### config.mk
export PLATFORM = sky130hd
export DESIGN_NAME = kernel_launch_sequencer
export DESIGN_NICKNAME = d
export VERILOG_FILES = /design/src/rtl/kernel_launch_sequencer.sv
export SDC_FILE = /design/constraint.sdc
export NUM_CORES = 1
export LEC_CHECK = 0
export ABC_AREA = 1
export BUFFER_PORTS_ARGS = -buffer_cell sky130_fd_sc_hd__buf_4
export CORE_MARGIN = 2
export CORE_UTILIZATION = 50
export CTS_BUF_LIST = sky130_fd_sc_hd__clkbuf_16
export CTS_CLUSTER_DIAMETER = 40
export DETAILED_ROUTE_END_ITERATION = 8
export GPL_TIMING_DRIVEN = 0
export PLACE_DENSITY = 0.73
export SLEW_MARGIN = 20
export SYNTH_ARGS = -nofsm -noshare
export SYNTH_HDL_FRONTEND = slang
export SYNTH_SLANG_ARGS = --single-unit
### constraint.sdc
create_clock -name clk -period 4.55 [get_ports clk]
set_input_delay 0.91 -clock clk [delete_from_list [all_inputs] [get_ports clk]]
set_output_delay 0.91 -clock clk [all_outputs]
set_load 0.02 [all_outputs]
### src/rtl/kernel_launch_sequencer.sv
// kernel_launch_sequencer
//
// Drives the ap_start / ap_ready / ap_done handshake of a generated kernel
// wrapper. It launches the kernel num_runs times back to back and records
// the latency of each run. A per-run watchdog flags a kernel that never
// reports ap_done.
//
// Ports:
//   clk          clock
//   rst          asynchronous, active-high reset
//   launch       request pulse, accepted only in IDLE or ERR
//   abort        return to IDLE from any state; wins over every other event
//   num_runs     number of runs, latched when a launch is accepted
//   ap_ready     kernel can accept a start
//   ap_done      kernel finished (one-cycle pulse)
//   ap_start     start request to the kernel (registered)
//   busy         high while in START or WAIT
//   run_idx      0-based index of the current / final run
//   last_cycles  latency of the most recently completed run
//   done         one-cycle pulse after the last run completes
//   timeout_err  sticky watchdog error, cleared by launch or abort
module kernel_launch_sequencer #(
  parameter int RUN_W   = 8,
  parameter int CNT_W   = 32,
  parameter int TIMEOUT = 4096
) (
  input  logic             clk,
  input  logic             rst,
  input  logic             launch,
  input  logic             abort,
  input  logic [RUN_W-1:0] num_runs,
  input  logic             ap_ready,
  input  logic             ap_done,
  output logic             ap_start,
  output logic             busy,
  output logic [RUN_W-1:0] run_idx,
  output logic [CNT_W-1:0] last_cycles,
  output logic             done,
  output logic             timeout_err
);

  typedef enum logic [2:0] {
    S_IDLE,
    S_START,
    S_WAIT,
    S_DONE,
    S_ERR
  } state_t;

  localparam logic [CNT_W-1:0] TIMEOUT_VAL = CNT_W'(TIMEOUT);
  localparam logic             WDOG_EN     = (TIMEOUT != 0);

  state_t           state;
  logic [RUN_W-1:0] runs;   // run count latched at launch
  logic [CNT_W-1:0] cnt;    // cycles since acceptance of the current run

  logic accept;
  logic last_run;
  logic cnt_sat;

  // The handshake completes on the registered ap_start, so a start can only
  // be accepted once it is actually visible to the kernel.
  assign accept   = ap_start & ap_ready;
  assign last_run = (run_idx == (runs - RUN_W'(1)));
  assign cnt_sat  = &cnt;

  always_ff @(posedge clk or posedge rst) begin
    if (rst) begin
      state       <= S_IDLE;
      runs        <= '0;
      cnt         <= '0;
      ap_start    <= 1'b0;
      busy        <= 1'b0;
      run_idx     <= '0;
      last_cycles <= '0;
      done        <= 1'b0;
      timeout_err <= 1'b0;
    end else begin
      done <= 1'b0;
      if (abort) begin
        // The kernel is left running; a later launch waits in START for
        // ap_ready, which naturally absorbs the orphaned run.
        state       <= S_IDLE;
        ap_start    <= 1'b0;
        busy        <= 1'b0;
        timeout_err <= 1'b0;
      end else begin
        case (state)
          S_IDLE, S_ERR: begin
            if (launch) begin
              timeout_err <= 1'b0;
              run_idx     <= '0;
              runs        <= num_runs;
              if (num_runs == '0) begin
                state <= S_DONE;
              end else begin
                state <= S_START;
                busy  <= 1'b1;
              end
            end
          end

          S_START: begin
            // ap_start rises one cycle after entering START and stays up
            // until accepted; there is no watchdog on acceptance.
            if (accept) begin
              ap_start <= 1'b0;
              cnt      <= CNT_W'(1);
              state    <= S_WAIT;
            end else begin
              ap_start <= 1'b1;
            end
          end

          S_WAIT: begin
            // ap_done takes precedence over the watchdog firing in the
            // same cycle.
            if (ap_done) begin
              last_cycles <= cnt;
              if (last_run) begin
                state <= S_DONE;
                busy  <= 1'b0;
              end else begin
                run_idx <= run_idx + RUN_W'(1);
                state   <= S_START;
              end
            end else if (WDOG_EN && (cnt == TIMEOUT_VAL)) begin
              timeout_err <= 1'b1;
              busy        <= 1'b0;
              state       <= S_ERR;
            end else if (!cnt_sat) begin
              cnt <= cnt + CNT_W'(1);
            end
          end

          S_DONE: begin
            done  <= 1'b1;
            state <= S_IDLE;
          end

          default: begin
            state <= S_IDLE;
          end
        endcase
      end
    end
  end

endmodule

==> impl_results.html <==
<table>
<tr><th>Metric</th><th>Value</th></tr>
<tr><th colspan="2">Run status</th></tr>
<tr><td>Run status</td><td>complete, no violations</td></tr>
<tr><th colspan="2">Logic synthesis</th></tr>
<tr><td>Dominant cell type by area after synthesis</td><td>sky130_fd_sc_hd__dfrtp_1</td></tr>
<tr><td>Most area-consuming cells after synthesis</td><td>sky130_fd_sc_hd__dfrtp_1 (43%), sky130_fd_sc_hd__nand2_1 (18%), sky130_fd_sc_hd__nor2_1 (6.9%)</td></tr>
<tr><td>Syn nets</td><td>724</td></tr>
<tr><td>Synth Instances</td><td>706</td></tr>
<tr><td>Mean instance size in the synthesized netlist</td><td>7.12 um^2</td></tr>
<tr><td>Total of warnings raised by yosys</td><td>0</td></tr>
<tr><td>Count of state elements after synthesis</td><td>87</td></tr>
<tr><td>Synth Cell Area</td><td>5020 um^2</td></tr>
<tr><td>Count of cell types in the netlist</td><td>31</td></tr>
<tr><td>Fraction of post-synthesis cell area in the top cell type by area</td><td>43.3%</td></tr>
<tr><td>Seq/Total Area, Yosys</td><td>43.3%</td></tr>
<tr><th colspan="2">Detailed routing</th></tr>
<tr><td>Via count normalized by instance count</td><td>5.30</td></tr>
<tr><td>First-iteration detailed-routing DRC count</td><td>328</td></tr>
<tr><td>Average wire length per cell after detail routing</td><td>14.6 um</td></tr>
<tr><td>First drt pass iteration count</td><td>5</td></tr>
<tr><td>Final antenna-violating net count</td><td>0</td></tr>
<tr><td>Routed via count</td><td>4,834</td></tr>
<tr><td>Wire length reported by the detailed router</td><td>13,300 um</td></tr>
<tr><td>DRC viols</td><td>0</td></tr>
<tr><th colspan="2">Clock tree</th></tr>
<tr><td>Clock input transition at the sequential cells of the worst setup and hold paths</td><td>0.06 ns</td></tr>
<tr><td>H-tree levels</td><td>3</td></tr>
<tr><td>Clock insertion delay at the later pin of the skew report</td><td>0.34 ns</td></tr>
<tr><td>TritonCTS clock tree</td><td>yes</td></tr>
<tr><td>Clock sink count</td><td>87</td></tr>
<tr><td>Hold-fix buffer count after cts</td><td>0</td></tr>
<tr><td>Post-cts sizing count</td><td>0</td></tr>
<tr><td>Setup Buffers After CTS</td><td>0</td></tr>
<tr><td>Buffers from clock root to sink, at most</td><td>2</td></tr>
<tr><td>Root Buffer Master</td><td>sky130_fd_sc_hd__clkbuf_16</td></tr>
<tr><td>Total clock buffers created by CTS</td><td>9</td></tr>
<tr><th colspan="2">Setup path</th></tr>
<tr><td>Element type at the critical path end</td><td>register</td></tr>
<tr><td>Worst path buffer plus inverter count</td><td>2</td></tr>
<tr><td>CP delay by family, top</td><td>simple AND/OR/NAND/NOR gates</td></tr>
<tr><td>Sort of element at the start of the critical path</td><td>register</td></tr>
<tr><td>Maximum single-stage delay on the critical path</td><td>0.41 ns</td></tr>
<tr><td>Cell mode on critical path</td><td>sky130_fd_sc_hd__nand2_1</td></tr>
<tr><td>Category of the critical setup timing path</td><td>register to register</td></tr>
<tr><td>Worst EP required</td><td>4.78 ns</td></tr>
<tr><td>Slowest stage cell, crit path</td><td>sky130_fd_sc_hd__dfrtp_1</td></tr>
<tr><td>Critical path data arrival time</td><td>2.41 ns</td></tr>
<tr><td>Biggest fanout along the worst timing path</td><td>9</td></tr>
<tr><td>CP Cell Sequence</td><td>inv_1, ha_1, inv_1, nand2_1, nand2_1, nand2_1, nand3_1, nor2_1, nand2_1, nor2_1, nand2_1, nand2_2, nand2_2, nand2_1, nand2_1</td></tr>
<tr><th colspan="2">Power and ir drop</th></tr>
<tr><td>Overall power</td><td>2.93 mW</td></tr>
<tr><td>LEAKAGE</td><td>2.84 nW</td></tr>
<tr><td>Peak ir drop on the vdd network</td><td>0.244 mV</td></tr>
<tr><td>Power per standard cell area</td><td>492 nW/um^2</td></tr>
<tr><th colspan="2">STA</th></tr>
<tr><td>Setup clock skew after layout</td><td>0.00873 ns</td></tr>
<tr><td>Final Critical Period</td><td>2.18 ns</td></tr>
<tr><td>Period Utilization, post-route</td><td>47.9%</td></tr>
<tr><td>Final hold viol count</td><td>0</td></tr>
<tr><td>Slew HR</td><td>56.2%</td></tr>
<tr><td>RSZ-0062 raised after global routing</td><td>false</td></tr>
<tr><td>Pins over their slew limit</td><td>0</td></tr>
<tr><td>Slew at the pin closest to its max-slew limit</td><td>0.657 ns</td></tr>
<tr><td>Max Clk Rate</td><td>459 MHz</td></tr>
<tr><td>Post-route worst hold slack</td><td>0.480 ns</td></tr>
<tr><td>Total Neg Setup Slack</td><td>0 ns</td></tr>
<tr><td>Setup-failing EPs final</td><td>0</td></tr>
<tr><th colspan="2">Run</th></tr>
<tr><td>Max-capacitance violation count</td><td>0</td></tr>
<tr><th colspan="2">Layout</th></tr>
<tr><td>Antenna fix cells</td><td>0</td></tr>
<tr><td>Post-layout instance area</td><td>5960 um^2</td></tr>
<tr><td>Number of nets at the end of the flow</td><td>792</td></tr>
<tr><td>Cell Count, Final, Fillers Out</td><td>912</td></tr>
<tr><td>Fillcell total</td><td>930</td></tr>
<tr><td>Layout overhead on the synthesized area</td><td>18.6%</td></tr>
<tr><td>Share of post-route cells with drive strength above 1</td><td>12.6%</td></tr>
<tr><th colspan="2">GRT</th></tr>
<tr><td>Via count of the first global-routing pass</td><td>4,505</td></tr>
<tr><td>Total overflow reported by the global router</td><td>0</td></tr>
<tr><td>Largest net degree at the start of global routing</td><td>53</td></tr>
<tr><td>Wire length of the first global-routing pass</td><td>22,400 um</td></tr>
<tr><td>Number of antenna violations at the first check in global routing</td><td>0</td></tr>
<tr><td>GRT Overall Usage</td><td>25.9%</td></tr>
<tr><th colspan="2">Die</th></tr>
<tr><td>Vert. Die Dim</td><td>104 um</td></tr>
<tr><td>Die W</td><td>104 um</td></tr>
<tr><td>Row count</td><td>36</td></tr>
<tr><td>Starting utilization of the core area</td><td>51.4%</td></tr>
<tr><td>Core area</td><td>9770 um^2</td></tr>
<tr><td>Total Die Area</td><td>10,900 um^2</td></tr>
<tr><td># IOs</td><td>58</td></tr>
<tr><th colspan="2">Placement</th></tr>
<tr><td>Port Buffers</td><td>56</td></tr>
<tr><td>Placed Cells incl. Taps</td><td>896</td></tr>
<tr><td>Placed cell areas</td><td>5640 um^2</td></tr>
<tr><td>Gp weighted congestion</td><td>0.942</td></tr>
<tr><td>Placed wire-length estimate</td><td>10,100 um</td></tr>
<tr><th colspan="2">Hold path</th></tr>
<tr><td>Worst hold-check path type</td><td>register to register</td></tr>
</table>
[sequential cells by signal, indices dropped and copies added (netlist names)]
signal and count:
ap_start 1, busy 1, cnt 32, done 1, last_cycles 32, run_idx 8, runs 8, state 3
timeout_err 1
[logic make-up (layout without fill, tap and decap cells)]
family,Yosys count,count (layout),synth area share (%)
AOI/OAI and AO/OA,70,70,7.17
buffers and inverters,92,165,8.07
and+or+nand+nor,424,424,35.4
DFF,87,87,43.3
adders and majority gates,4,4,0.996
xor gates and xnor gates,29,29,5.05
[stage by stage]
step | worst slack [ns] | utilization (%)
floorplan | 1.39 | -
global placement | 0.349 | 57.4
detailed placement | 2.28 | 57.7
CTS | 2.37 | 60.9
global route | 2.17 | 60.9
finish | 2.37 | 60.9
[final timing paths]
path / start / slack (ns) / cells after the start / end
worst max register to register: runs[0] / 2.37 / 15 / run_idx[4]
worst min register to register: last_cycles[5] / 0.48 / 2 / last_cycles[5]
worst min-delay path: last_cycles[5] / 0.48 / 2 / last_cycles[5]
max in group asynchronous: rst / 3.32 / 3 / cnt[17]
worst max-delay path: runs[0] / 2.37 / 15 / run_idx[4]
min in group asynchronous: rst / 0.60 / 2 / last_cycles[24]
[metal layers]
metal	up-vias	track usage, %	part of all wire (%)
met5	-	0	0
met4	0	7.82	1.5
met3	21	4.70	5.9
met2	178	40.0	46
met1	2265	37.2	47
li1	2370	-	-
[final cells by class]
class,count,area [um^2],share of cell area (%)
Multi-Input combinational cell,527,2440,41.0
Sequential cell,87,2180,36.5
Timing Repair Buffer,57,448,7.52
Inverter,71,269,4.52
Clock buffer,9,225,3.78
Tap cell,133,166,2.79
Buffer,21,139,2.33
Clock inverter,7,90.1,1.51
[where the power goes]
group	internal (mW)	switching [mW]
Clock	0.477	0.307
Combinational	0.394	0.677
Sequential	0.941	0.135
[worst min-delay path: cells and delay by family (launching register included)]
family / cells / cell delay [ns]
AND/OR/NAND/NOR: 2 / 0.10
flip-flops: 1 / 0.34
[cell usage after synthesis]
cell type / number
sky130_fd_sc_hd__nor3_2: 1
sky130_fd_sc_hd__nor4_1: 1
sky130_fd_sc_hd__nand3b_1: 2
sky130_fd_sc_hd__nand2_2: 3
sky130_fd_sc_hd__nor2_1: 92
sky130_fd_sc_hd__buf_4: 3
sky130_fd_sc_hd__o31ai_1: 2
sky130_fd_sc_hd__o21bai_1: 1
sky130_fd_sc_hd__o21ai_0: 25
sky130_fd_sc_hd__buf_2: 3
sky130_fd_sc_hd__xnor2_1: 6
sky130_fd_sc_hd__o21ai_1: 34
sky130_fd_sc_hd__nor2_4: 1
sky130_fd_sc_hd__clkbuf_1: 9
sky130_fd_sc_hd__buf_6: 6
sky130_fd_sc_hd__nand3_1: 39
sky130_fd_sc_hd__a211oi_1: 1
sky130_fd_sc_hd__nor2_8: 1
sky130_fd_sc_hd__ha_1: 4
sky130_fd_sc_hd__inv_2: 5
sky130_fd_sc_hd__xor2_1: 23
sky130_fd_sc_hd__nand4_1: 10
sky130_fd_sc_hd__nor3_4: 1
sky130_fd_sc_hd__nor3b_1: 3
sky130_fd_sc_hd__nor3_1: 24
sky130_fd_sc_hd__nand2_1: 244
sky130_fd_sc_hd__a21oi_1: 7
sky130_fd_sc_hd__or2_2: 1
sky130_fd_sc_hd__inv_1: 66
sky130_fd_sc_hd__nor3b_2: 1
sky130_fd_sc_hd__dfrtp_1: 87
[placed cells by master (no fill, tap or decap), types with 2 or more instances in the layout]
cell                           n
sky130_fd_sc_hd__clkinvlp_4    3
sky130_fd_sc_hd__buf_2         3
sky130_fd_sc_hd__buf_4        59
sky130_fd_sc_hd__clkbuf_16     9
sky130_fd_sc_hd__nor2_1       92
sky130_fd_sc_hd__nand3_1      39
sky130_fd_sc_hd__o31ai_1       2
sky130_fd_sc_hd__buf_6         6
sky130_fd_sc_hd__clkbuf_1      9
sky130_fd_sc_hd__inv_1        67
sky130_fd_sc_hd__xnor2_1       6
sky130_fd_sc_hd__ha_1          4
sky130_fd_sc_hd__a21oi_1       7
sky130_fd_sc_hd__nor3_1       24
sky130_fd_sc_hd__dfrtp_1      87
sky130_fd_sc_hd__nor3b_1       3
sky130_fd_sc_hd__nand3b_1      2
sky130_fd_sc_hd__nand4_1      10
sky130_fd_sc_hd__nand2_1     244
sky130_fd_sc_hd__o21ai_1      34
sky130_fd_sc_hd__nand2_2       3
sky130_fd_sc_hd__o21ai_0      25
sky130_fd_sc_hd__bufinv_16     2
sky130_fd_sc_hd__inv_2         5
sky130_fd_sc_hd__xor2_1       23
No activity file was read; power rests on OpenSTA's default activity.
